**src/rtl/video_pkg.sv**
```systemverilog
// Shared timing types and the 640x480@60 timing set for the video raster path.
package video_pkg;

    typedef struct packed {
        int unsigned active;
        int unsigned fp;
        int unsigned sync;
        int unsigned bp;
    } timing_t;

    localparam timing_t VGA_640_H = '{active: 640, fp: 16, sync: 96, bp: 48};
    localparam timing_t VGA_480_V = '{active: 480, fp: 10, sync: 2,  bp: 33};
    localparam int unsigned VGA_CW = 12;

    function automatic int unsigned total(timing_t t);
        return t.active + t.fp + t.sync + t.bp;
    endfunction

endpackage

```
**src/rtl/video_counter.sv**
```systemverilog
// Wrap counter 0..MAX-1 with enable and sync reset; carry flags the terminal count combinationally.
module video_counter #(
    parameter int unsigned CW  = 12,
    parameter int unsigned MAX = 800
) (
    input  logic          clk,
    input  logic          rst,
    input  logic          en,
    output logic [CW-1:0] cnt,
    output logic          carry
);

    localparam logic [CW-1:0] LAST = CW'(MAX - 1);

    assign carry = (cnt == LAST);

    always_ff @(posedge clk) begin
        if (rst) begin
            cnt <= '0;
        end else if (en) begin
            cnt <= carry ? '0 : cnt + CW'(1);
        end
    end

endmodule

```
**src/rtl/video_timing_gen.sv**
```systemverilog
// Raster timing generator: h/v counters decoded into registered sync, DE, X/Y and frame/line pulses.
module video_timing_gen
    import video_pkg::*;
#(
    parameter int unsigned H_ACTIVE = VGA_640_H.active,
    parameter int unsigned H_FP     = VGA_640_H.fp,
    parameter int unsigned H_SYNC   = VGA_640_H.sync,
    parameter int unsigned H_BP     = VGA_640_H.bp,
    parameter int unsigned V_ACTIVE = VGA_480_V.active,
    parameter int unsigned V_FP     = VGA_480_V.fp,
    parameter int unsigned V_SYNC   = VGA_480_V.sync,
    parameter int unsigned V_BP     = VGA_480_V.bp,
    parameter bit          H_POL    = 1'b0,
    parameter bit          V_POL    = 1'b0,
    parameter int unsigned CW       = VGA_CW
) (
    input  logic          CLK,
    input  logic          RST,
    input  logic          CE,
    output logic          HSYNC,
    output logic          VSYNC,
    output logic          DE,
    output logic [CW-1:0] X,
    output logic [CW-1:0] Y,
    output logic          SOF,
    output logic          EOL
);

    localparam timing_t     H_T     = '{active: H_ACTIVE, fp: H_FP, sync: H_SYNC, bp: H_BP};
    localparam timing_t     V_T     = '{active: V_ACTIVE, fp: V_FP, sync: V_SYNC, bp: V_BP};
    localparam int unsigned H_TOTAL = total(H_T);
    localparam int unsigned V_TOTAL = total(V_T);

    generate
        if (longint'(H_TOTAL) > (64'd1 << CW) || longint'(V_TOTAL) > (64'd1 << CW)) begin : g_bad_width
            $error("video_timing_gen: H_TOTAL or V_TOTAL does not fit in CW bits");
        end
        if (H_ACTIVE == 0 || H_FP == 0 || H_SYNC == 0 || H_BP == 0 ||
            V_ACTIVE == 0 || V_FP == 0 || V_SYNC == 0 || V_BP == 0 || CW == 0) begin : g_bad_zero
            $error("video_timing_gen: timing parameters must be non-zero");
        end
    endgenerate

    // Nonzero back porch keeps every boundary below 2^CW, so these casts cannot wrap.
    localparam logic [CW-1:0] H_ACT_C  = CW'(H_ACTIVE);
    localparam logic [CW-1:0] H_LAST_C = CW'(H_ACTIVE - 1);
    localparam logic [CW-1:0] HS_START = CW'(H_ACTIVE + H_FP);
    localparam logic [CW-1:0] HS_END   = CW'(H_ACTIVE + H_FP + H_SYNC);
    localparam logic [CW-1:0] V_ACT_C  = CW'(V_ACTIVE);
    localparam logic [CW-1:0] VS_START = CW'(V_ACTIVE + V_FP);
    localparam logic [CW-1:0] VS_END   = CW'(V_ACTIVE + V_FP + V_SYNC);

    logic [CW-1:0] h_cnt;
    logic [CW-1:0] v_cnt;
    logic          h_carry;
    logic          v_carry;

    video_counter #(.CW(CW), .MAX(H_TOTAL)) u_h_counter (
        .clk   (CLK),
        .rst   (RST),
        .en    (CE),
        .cnt   (h_cnt),
        .carry (h_carry)
    );

    video_counter #(.CW(CW), .MAX(V_TOTAL)) u_v_counter (
        .clk   (CLK),
        .rst   (RST),
        .en    (CE & h_carry),
        .cnt   (v_cnt),
        .carry (v_carry)
    );

    logic de_d;
    logic hs_on;
    logic vs_on;
    logic sof_d;
    logic eol_d;

    always_comb begin
        de_d  = (h_cnt < H_ACT_C) && (v_cnt < V_ACT_C);
        hs_on = (h_cnt >= HS_START) && (h_cnt < HS_END);
        vs_on = (v_cnt >= VS_START) && (v_cnt < VS_END);
        sof_d = (h_cnt == '0) && (v_cnt == '0);
        eol_d = (h_cnt == H_LAST_C) && (v_cnt < V_ACT_C);
    end

    // Pulses are cleared on idle CE cycles so they stay one CLK wide under a slow pixel enable.
    always_ff @(posedge CLK) begin
        if (RST) begin
            HSYNC <= ~H_POL;
            VSYNC <= ~V_POL;
            DE    <= 1'b0;
            X     <= '0;
            Y     <= '0;
            SOF   <= 1'b0;
            EOL   <= 1'b0;
        end else if (CE) begin
            HSYNC <= hs_on ? H_POL : ~H_POL;
            VSYNC <= vs_on ? V_POL : ~V_POL;
            DE    <= de_d;
            X     <= de_d ? h_cnt : '0;
            Y     <= de_d ? v_cnt : '0;
            SOF   <= sof_d;
            EOL   <= eol_d;
        end else begin
            SOF   <= 1'b0;
            EOL   <= 1'b0;
        end
    end

endmodule

```
**config.mk**
```make
export PLATFORM = sky130hd
export DESIGN_NAME = video_timing_gen
export DESIGN_NICKNAME = d
export VERILOG_FILES = /design/src/rtl/video_pkg.sv /design/src/rtl/video_counter.sv /design/src/rtl/video_timing_gen.sv
export SDC_FILE = /design/constraint.sdc
export NUM_CORES = 1
export LEC_CHECK = 0
export CAP_MARGIN = 0
export CELL_PAD_IN_SITES_DETAIL_PLACEMENT = 2
export CELL_PAD_IN_SITES_GLOBAL_PLACEMENT = 2
export CORE_MARGIN = 8
export CORE_UTILIZATION = 35
export CTS_CLUSTER_SIZE = 12
export DETAILED_ROUTE_END_ITERATION = 7
export GPL_TIMING_DRIVEN = 0
export PLACE_DENSITY = 0.94
export SYNTH_ARGS = -nofsm -noshare
export SYNTH_HDL_FRONTEND = slang
export SYNTH_SLANG_ARGS = --single-unit
```
**constraint.sdc**
```tcl
create_clock -name CLK -period 3.7 [get_ports CLK]
set_clock_uncertainty 0.15 [all_clocks]
set_input_delay 0.74 -clock CLK [delete_from_list [all_inputs] [get_ports CLK]]
set_output_delay 0.74 -clock CLK [all_outputs]
set_load 0.1 [all_outputs]
```
==> flow_summary_export.csv, run 1 <==
group,metric,value,unit
status,outcome,"completed",
finish,seqCellArea,1060,um^2
floorplan,rows,28,
finish,instances_no_fill,339,
setup_path,start_kind,"primary input",
finish,final_common_cell,"dfxtp_1",
job,timing.max_cap.violations,0,
cts,cts_resized,0,
pwr,irDropWorstVdd,0.000179,V
finish,drive_above_1_share,5.68,%
route,met1_length,3260,um
pwr,p_leak,0.000921,uW
floorplan,die_height,94.6,um
timing,tns,0,ps
cts,cts_setup_buffers,0,
finish,area_delta_synth_final,22.9,%
timing,worstMarginPinSlew,1000,ps
timing,hold_viol,0,
setup_path,cp-startpoint,"CE",
place,hpwl,5020,um
yosys,synthTopCellsByArea,"dfxtp_1 49%, a22o_1 7.7%, a21oi_1 3.2%",
route,vias_per_cell,5.65,
route,ant_nets,0,
place,place_inst,331,
finish,final_cell_mix,"53 x dfxtp_1, 29 x clkdlybuf4s50_1, 19 x a22o_1",
finish,n_antenna_cell,0,
route,drc_errors,0,
route,dr_wl_met3,239,um
setup_path,cpMaxStageDelayCell,"or4_4",
setup_path,r2r-end,"u_v_counter.cnt[10]",
floorplan,dieWidth,94.6,um
floorplan,io_pins,32,
floorplan,start_util,36.3,%
global_route,grt_pass1_vias,2012,
cts,clock-sinks,53,
floorplan,die-area,8950,um^2
timing,period_share,79.0,%
cts,h-tree-depth,2,
yosys,yosys.area.top_type,"dfxtp_1",
route,num_vias,1914,
pwr,power_density,394,nW/um^2
route,highest_layer,"met4",
timing,rsz0062_at_grt,"no",
cts,clk_pin_slew,110,ps
cts,cts_buffer_depth,2,
route,wire_per_inst,20.5,um
worst_hold_path,holdCritPathClass,"reg -> reg",
global_route,track_usage,16.0,%
setup_path,cp_max_fo,10,
yosys,synth_fp_nets,235,
finish,n_fill_cell,662,
timing,setup_viol,0,
setup_path,max_stage_delay,650,ps
route,first_pass_iters,6,
cts,hold_buffers,0,
yosys,synthDominantCellAreaShare,49.1,%
cts,clkLatencyLatePin,320,ps
floorplan,coreArea,5960,um^2
setup_path,r2r_slack,930,ps
finish,nets,271,
timing,max_freq,342,MHz
yosys,yosysSeqAreaShare,49.1,%
timing,slew_violations,0,
cts,cts_tree,"yes",
global_route,grt-ovfl-total,0,
yosys,synth_cells,227,
yosys,ys_types,36,
cts,cts_buffers,5,
timing,slew_headroom,33.0,%
timing,fin_crit,2920,ps
global_route,antenna_found_initial,0,
route,wl_met2,3350,um
setup_path,critPathCapture,"u_v_counter.cnt[10]",
yosys,synth.avg_cell_area,9.52,um^2
global_route,grt_first_pass_wirelength,11300,um
yosys,syn_area,2160,um^2
setup_path,crit_chain,"clkbuf_1, nand4_1, or4_4, buf_4, buf_2, o31ai_1, a21oi_1",
setup_path,worstPathArrival,2970,ps
finish,multi_input_area,1010,um^2
setup_path,critical_path_class,"in -> reg",
place,port_buffers,29,
global_route,grt_max_degree,17,
setup_path,cp.required,3750,ps
setup_path,end_kind,"register",
cts,root_buffer,"clkbuf_8",
yosys,yosys_warnings,0,
place,gp_congestion,0.785,
route,drt_iter0_drc,142,
yosys,ys_seq_elements,53,
setup_path,reg2reg_depth,7,
setup_path,r2r-start,"u_h_counter.cnt[3]",
route,totalWireLength,6960,um
power by group:
part           leakage [uW]  internal [uW]  switching [uW]
Sequential         0.000428            575            4.69
Combinational      0.000437           15.2            46.5
Clock             0.0000554            204             201
Total              0.000921            794             253
synth_stat cells, drive strengths merged:
cell and n:
a21o 1, a21oi 14, a22o 19, and2 5, and3 2, and3b 1, and4 4, buf 4
clkbuf 11, dfxtp 53, ha 5, inv 5, mux2i 1, nand2 12, nand2b 1, nand3 14
nand4 5, nor2 18, nor2b 1, nor3 4, nor3b 1, nor4 6, nor4b 3, nor4bb 1
o21ai 6, o21bai 2, o31ai 5, or3 5, or4 7, or4b 1, xnor2 5, xor2 5
metal layers:
layer | global-route usage [%] | vias to the layer above
li1 | - | 896
met1 | 20.1 | 967
met2 | 26.7 | 40
met3 | 2.94 | 11
met4 | 5.59 | 0
met5 | 0 | -
worst min path at each step:
stage,from,to,slack [ps],cells past startpoint
2_1_floorplan,u_v_counter.cnt[11],u_v_counter.cnt[11],310,2
3_3_place_gp,DE,DE,290,1
3_5_place_dp,DE,DE,300,1
4_1_cts,DE,DE,330,1
5_1_grt,DE,DE,350,1
6_report,Y[11],Y[11],320,1
registers in the layout, indices dropped and copies added, names as in the netlist:
signal,cells
SOF,1
DE,1
EOL,1
Y,12
u_v_counter.cnt,12
u_h_counter.cnt,12
X,12
HSYNC,1
VSYNC,1
through the flow:
step	utilization (%)	hold slack (ps)	instance area (um^2)	worst slack (ps)	total power, uW
after floorplan	-	315	2160	939	636
after global placement	42.8	291	2550	519	651
after detailed placement	42.8	302	2550	410	655
after CTS	44.6	328	2660	748	1060
after global routing	44.6	347	2660	551	1080
final	44.6	322	2660	778	1050
worst max-delay path, delay by kind of cell:
kind | cells | cell delay (ps)
compound gates | 2 | 360
simple gates | 2 | 1080
buf+inv | 3 | 800
cells by family after synthesis:
group,share of synthesized area (%)
compound gates,15.3
xor+xnor,4.05
fa+ha+maj,2.89
buf+inv,4.11
flops,49.1
mux,0.463
simple gates,24.1
layout make-up:
| class | count | share of cell area [%] |
|---|---|---|
| flip-flops and latches | 53 | 39.9 |
| well taps | 75 | 3.53 |
| clock buffers | 6 | 2.73 |
| plain buffers | 15 | 2.64 |
| repair buffers | 29 | 10.9 |
| inverters | 5 | 0.706 |
| clock inverters | 2 | 1.46 |
| multi-input cells | 154 | 38.1 |
No activity file was read; power rests on OpenSTA's default activity.
==> run 2, diff against run 1 <==
--- a/config.mk
+++ b/config.mk
@@ -9,11 +9,11 @@
 export CELL_PAD_IN_SITES_DETAIL_PLACEMENT = 2
 export CELL_PAD_IN_SITES_GLOBAL_PLACEMENT = 2
 export CORE_MARGIN = 8
-export CORE_UTILIZATION = 35
+export CORE_UTILIZATION = 30
 export CTS_CLUSTER_SIZE = 12
 export DETAILED_ROUTE_END_ITERATION = 7
 export GPL_TIMING_DRIVEN = 0
-export PLACE_DENSITY = 0.94
+export PLACE_DENSITY = 0.87
 export SYNTH_ARGS = -nofsm -noshare
 export SYNTH_HDL_FRONTEND = slang
 export SYNTH_SLANG_ARGS = --single-unit
==> constraint.sdc (replaced) <==
create_clock -name CLK -period 2.4 [get_ports CLK]
set_clock_uncertainty 0.15 [all_clocks]
set_input_delay 0.48 -clock CLK [delete_from_list [all_inputs] [get_ports CLK]]
set_output_delay 0.48 -clock CLK [all_outputs]
set_load 0.1 [all_outputs]
==> run 2 against run 1 <==
The run now ends with negative setup slack left. Die area is 14% higher. Clock power is 52% higher. Global-route usage is 1.3 points lower. Count of clock-buffer cells in the layout stayed put. First-iteration DRC count is 63% lower. Critical endpoint unchanged.
==> flow_summary_export.csv, run 2 (synthesis results as in run 1) <==
group,metric,value,unit
floorplan,start_util,30.5,%
cts,h-tree-depth,2,
floorplan,io_pins,32,
place,pre_cts_ws,-360,ps
timing,hold_viol,0,
worst_hold_path,min_path_cells,1,
pwr,finalPower,1600,uW
setup_path,max_stage_delay,530,ps
timing,fin_ws,-4.63,ps
cts,cts_buffers,5,
status,failed_checks,"negative setup slack",
setup_path,critical_path_class,"reg -> reg",
worst_hold_path,holdCritPathClass,"reg -> reg",
setup_path,crit_chain,"or4_4, or4_4, buf_8, buf_4, o31ai_2, a21oi_1",
place,gp_congestion,0.766,
timing,worstMarginPinSlew,1010,ps
global_route,grt-ovfl-total,0,
setup_path,critPathBufInv,2,
floorplan,die-area,10200,um^2
setup_path,reg2reg_depth,6,
setup_path,r2r_slack,-5,ps
route,totalWireLength,7100,um
global_route,grt_pass1_vias,2086,
finish,n_antenna_cell,0,
cts,clock-sinks,53,
setup_path,start_kind,"register",
timing,max_freq,416,MHz
setup_path,r2r-start,"u_h_counter.cnt[5]",
timing,period_share,100,%
finish,nets,268,
setup_path,r2r-end,"u_v_counter.cnt[10]",
finish,final_common_cell,"dfxtp_1",
pwr,power_density,594,nW/um^2
worst_hold_path,whs_endpoint,"DE",
route,drc_errors,0,
timing,setup_viol,1,
global_route,grt_max_degree,17,
timing,rsz0062_at_grt,"yes",
route,ant_nets,0,
finish,area_delta_synth_final,24.9,%
place,dpl_cell_area,2580,um^2
route,wire_per_inst,19.7,um
finish,design_area,2700,um^2
timing,slew_headroom,33.2,%
setup_path,crit_top_cell,"or4_4",
finish,instances_no_fill,360,
setup_path,cp.required,2440,ps
route,drt_iter0_drc,53,
job,timing.max_cap.violations,0,
cts,cts_buffer_depth,2,
setup_path,cp_top_family,"simple AND/OR/NAND/NOR gates",
place,hpwl,4830,um
setup_path,cpMaxStageDelayCell,"or4_4",
setup_path,end_kind,"register",
global_route,track_usage,14.7,%
pwr,p_leak,0.00106,uW
timing,tns,-4.63,ps
route,vias_per_cell,5.28,
setup_path,worstPathArrival,2440,ps
pwr,irDropWorstVdd,0.000226,V
cts,clkLatencyLatePin,310,ps
floorplan,die_height,101,um
timing,fin_crit,2400,ps
timing,slew_violations,0,
global_route,grt_first_pass_wirelength,11600,um
place,port_buffers,29,
floorplan,rows,31,
global_route,antenna_found_initial,0,
route,first_pass_iters,4,
setup_path,cp_max_fo,10,
floorplan,coreArea,7100,um^2
floorplan,dieWidth,101,um
cts,cts_tree,"yes",
cts,root_buffer,"clkbuf_8",
route,num_vias,1901,
finish,drive_above_1_share,9.58,%
status,outcome,"complete, but fails checks",
worst_hold_path,min_from,"DE",
place,place_inst,355,
finish,final_cell_mix,"51 x dfxtp_1, 29 x dlygate4sd2_1, 19 x a22o_1",
cts,clk_pin_slew,100,ps
-- run 2: cell count changes in the layout (fill, tap and decap cells not counted), moves of 3 or more --
cell / delta
clkbuf_1: -5
clkdlybuf4s50_1: -29
dlygate4sd2_1: +29
o31ai_1: -3
o31ai_2: +3
-- run 2: worst reg2reg max path, stage by stage (launching register included) --
cell	delay (ps)
dfxtp_4	400
or4_4	530
or4_4	490
buf_8	180
buf_4	180
o31ai_2	250
a21oi_1	100
-- run 2: per-stage QoR --
| step | util (%) | hold WS [ps] |
|---|---|---|
| after CTS | 37.8 | 318 |
| after floorplan | - | 315 |
| after detailed placement | 36.3 | 294 |
| after global placement | 36.3 | 293 |
| final | 38.1 | 308 |
| after global routing | 38.1 | 328 |
-- run 2: timing repair --
item                       CTS  global route
buffers inserted             1             0
hold buffers                 0             0
setup endpoints to repair   61            30
gates resized for setup     36            12
pin swaps                    2             2
-- run 2: final cells by class --
| class | count | area, um^2 |
|---|---|---|
| Buffer | 11 | 60.1 |
| Multi-Input combinational cell | 154 | 1060 |
| Sequential cell | 53 | 1070 |
| Clock inverter | 2 | 38.8 |
| Clock buffer | 6 | 72.6 |
| Inverter | 5 | 18.8 |
| Tap cell | 99 | 124 |
| Timing Repair Buffer | 30 | 262 |
| Fill cell | 795 | 4400 |
-- run 2: how the worst max path moves through the flow --
stage | start | endpoint | depth (start not counted)
2_1_floorplan | u_h_counter.cnt[5] | u_v_counter.cnt[11] | 7
3_3_place_gp | CE | u_v_counter.cnt[11] | 7
3_5_place_dp | CE | u_v_counter.cnt[10] | 7
4_1_cts | u_h_counter.cnt[5] | u_v_counter.cnt[10] | 7
5_1_grt | u_h_counter.cnt[5] | u_v_counter.cnt[11] | 6
6_report | u_h_counter.cnt[5] | u_v_counter.cnt[10] | 6
-- run 2: report_power, final --
group          internal [uW]  switching (uW)
clock                    314             303
combinational           21.7            72.4
sequential               886            7.45
-- run 2: per-layer routing --
layer  GRT usage [%]  up-vias  wire (um)
li1                -      890          -
met1            17.6      961       3200
met2            24.5       37       3450
met3            3.18       13        272
met4            6.76        0        170
met5               0        -          0
==> run 3, diff against run 2 <==
--- a/config.mk
+++ b/config.mk
@@ -6,14 +6,14 @@
 export NUM_CORES = 1
 export LEC_CHECK = 0
 export CAP_MARGIN = 0
-export CELL_PAD_IN_SITES_DETAIL_PLACEMENT = 2
+export CELL_PAD_IN_SITES_DETAIL_PLACEMENT = 0
 export CELL_PAD_IN_SITES_GLOBAL_PLACEMENT = 2
 export CORE_MARGIN = 8
 export CORE_UTILIZATION = 30
 export CTS_CLUSTER_SIZE = 12
 export DETAILED_ROUTE_END_ITERATION = 7
 export GPL_TIMING_DRIVEN = 0
-export PLACE_DENSITY = 0.87
+export PLACE_DENSITY = 0.71
 export SYNTH_ARGS = -nofsm -noshare
 export SYNTH_HDL_FRONTEND = slang
 export SYNTH_SLANG_ARGS = --single-unit
==> constraint.sdc (replaced) <==
create_clock -name CLK -period 2.4 [get_ports CLK]
set_clock_uncertainty 0.15 [all_clocks]
set_input_delay 0.48 -clock CLK [delete_from_list [all_inputs] [get_ports CLK]]
set_output_delay 0.48 -clock CLK [all_outputs]
set_load 0.01 [all_outputs]
==> run 3 against run 2 <==
The run now ends clean. Die area is the same. Clock power shrank 11%. Via count shrank 5.4%. Sequential share of layout area shrank 2.3 points. Critical path depth shrank 2. Final cell count grew 1.9%. Count of clock-buffer cells in the layout shrank 1. Global-route usage shrank 3.4 points.
==> flow_summary_export.csv, run 3 (synthesis results as in run 1) <==
group,metric,value,unit
cts,clkLatencyLatePin,310,ps
cts,h-tree-depth,2,
finish,design_area,2870,um^2
place,hpwl,3960,um
setup_path,cp_max_fo,7,
pwr,irDropWorstVdd,0.000246,V
route,drc_errors,0,
cts,cts_buffer_depth,2,
global_route,grt-ovfl-total,0,
setup_path,cpMaxStageDelayCell,"or4_4",
worst_hold_path,min_from,"Y[11]",
setup_path,cp_top_family,"simple AND/OR/NAND/NOR gates",
floorplan,dieWidth,101,um
setup_path,reg2reg_depth,4,
global_route,antenna_found_initial,0,
setup_path,end_kind,"register",
floorplan,io_pins,32,
global_route,track_usage,11.3,%
pwr,pwr-share-comb,4.5,%
timing,tns,0,ps
worst_hold_path,holdCritPathClass,"reg -> reg",
finish,n_antenna_cell,0,
setup_path,crit_chain,"or4_4, or4_4, or4b_4, a21oi_2",
route,totalWireLength,5660,um
timing,worstMarginPinSlew,501,ps
timing,fin_crit,2380,ps
floorplan,rows,31,
timing,setup_viol,0,
setup_path,crit_top_cell,"or4_4",
place,gp_congestion,0.748,
timing,slew_violations,0,
pwr,pwr-share-seq,59.2,%
setup_path,worstPathArrival,2470,ps
worst_hold_path,min_path_cells,1,
pwr,finalPower,1510,uW
setup_path,r2r-end,"u_v_counter.cnt[7]",
finish,instances_no_fill,367,
setup_path,r2r_slack,20,ps
finish,area_delta_synth_final,32.6,%
place,port_buffers,29,
timing,rsz0062_at_grt,"yes",
place,dpl_cell_area,2580,um^2
pwr,pwr-share-clk,36.3,%
finish,final_common_cell,"dfxtp_1",
timing,period_share,99.0,%
floorplan,die-area,10200,um^2
floorplan,die_height,101,um
cts,clk_pin_slew,110,ps
timing,slew_headroom,66.6,%
route,drt_iter0_drc,56,
global_route,grt_first_pass_wirelength,9010,um
setup_path,critical_path_class,"reg -> reg",
route,vias_per_cell,4.90,
cts,clock-sinks,53,
pwr,internal-power,1130,uW
global_route,grt_pass1_vias,1699,
pwr,p_leak,0.000993,uW
finish,n_fill_cell,720,
setup_path,cp.required,2490,ps
global_route,grt_max_degree,20,
route,first_pass_iters,4,
setup_path,critPathBufInv,0,
route,num_vias,1798,
pwr,power_density,526,nW/um^2
route,wire_per_inst,15.4,um
finish,drive_above_1_share,15.7,%
finish,nets,275,
pwr,switching_share,24.8,%
cts,cts_tree,"yes",
setup_path,max_stage_delay,610,ps
worst_hold_path,whs_endpoint,"Y[11]",
timing,max_freq,421,MHz
timing,fin_ws,24.1,ps
cts,root_buffer,"clkbuf_8",
floorplan,coreArea,7100,um^2
cts,hold_buffers,0,
timing,hold_viol,0,
place,place_inst,355,
setup_path,cp-startpoint,"u_h_counter.cnt[5]",
finish,final_cell_mix,"51 x dfxtp_1, 29 x clkdlybuf4s50_1, 19 x a22o_1",
job,timing.max_cap.violations,0,
setup_path,r2r-start,"u_h_counter.cnt[5]",
cts,cts_buffers,5,
status,outcome,"completed",
setup_path,start_kind,"register",
place,pre_cts_ws,-379,ps
route,ant_nets,0,
pwr,net-switching-power,374,uW
floorplan,start_util,30.5,%
-- run 3: changes by cell type in the layout (fill, tap and decap cells not counted), sizes merged --
| cell | change |
|---|---|
| dlygate4sd2 | -29 |
| buf | +5 |
| clkdlybuf4s50 | +29 |
| inv | +2 |
| bufinv | -1 |
| clkbuf | +1 |
-- run 3: layer usage --
metal  routed length [um]  up-vias  GRT usage [%]
met1                 2820      853           14.7
met3                  270        5           3.11
met4                   55        0           3.09
met2                 2510       31           17.8
li1                     -      909              -
met5                    0        -              0
-- run 3: how the worst max path moves through the flow --
stage	endpoint	depth (start not counted)	slack (ps)
after floorplan	u_v_counter.cnt[11]	7	30
after global placement	u_v_counter.cnt[10]	7	-380
after detailed placement	u_v_counter.cnt[11]	7	-380
after CTS	u_v_counter.cnt[11]	7	-40
after global routing	u_v_counter.cnt[7]	4	-30
final	u_v_counter.cnt[7]	4	20
-- run 3: cell type report --
type,count,area [um^2],share of cell area (%)
well taps,99,124,4.32
inverters,5,18.8,0.654
repair buffers,36,373,13.0
clock inverters,3,28.8,1.00
multi-input cells,154,1110,38.7
flip-flops and latches,53,1070,37.2
plain buffers,12,78.8,2.75
clock buffers,5,68.8,2.40
-- run 3: timing repair --
action                                  4_1_cts  5_1_grt
buffers inserted                              1        5
endpoints found under the setup margin       22       20
pin swaps                                     2       21
resized for setup                             2       35
cloned                                        0        1
-- run 3: power groups by stage --
| stage | Clock (uW) | Sequential (uW) | Combinational, uW |
|---|---|---|---|
| 2_1_floorplan | 0 | 915 | 37.3 |
| 3_3_place_gp | 0 | 915 | 61.9 |
| 3_5_place_dp | 0 | 915 | 61.6 |
| 4_1_cts | 568 | 895 | 61.9 |
| 5_1_grt | 603 | 895 | 74.1 |
| 6_report | 547 | 893 | 67.5 |
-- run 3: per-stage QoR --
step | utilization (%) | hold slack, ps
after floorplan | - | 315
after global placement | 36.3 | 293
after detailed placement | 36.3 | 293
after CTS | 37.8 | 325
after global routing | 40.4 | 334
final | 40.4 | 316
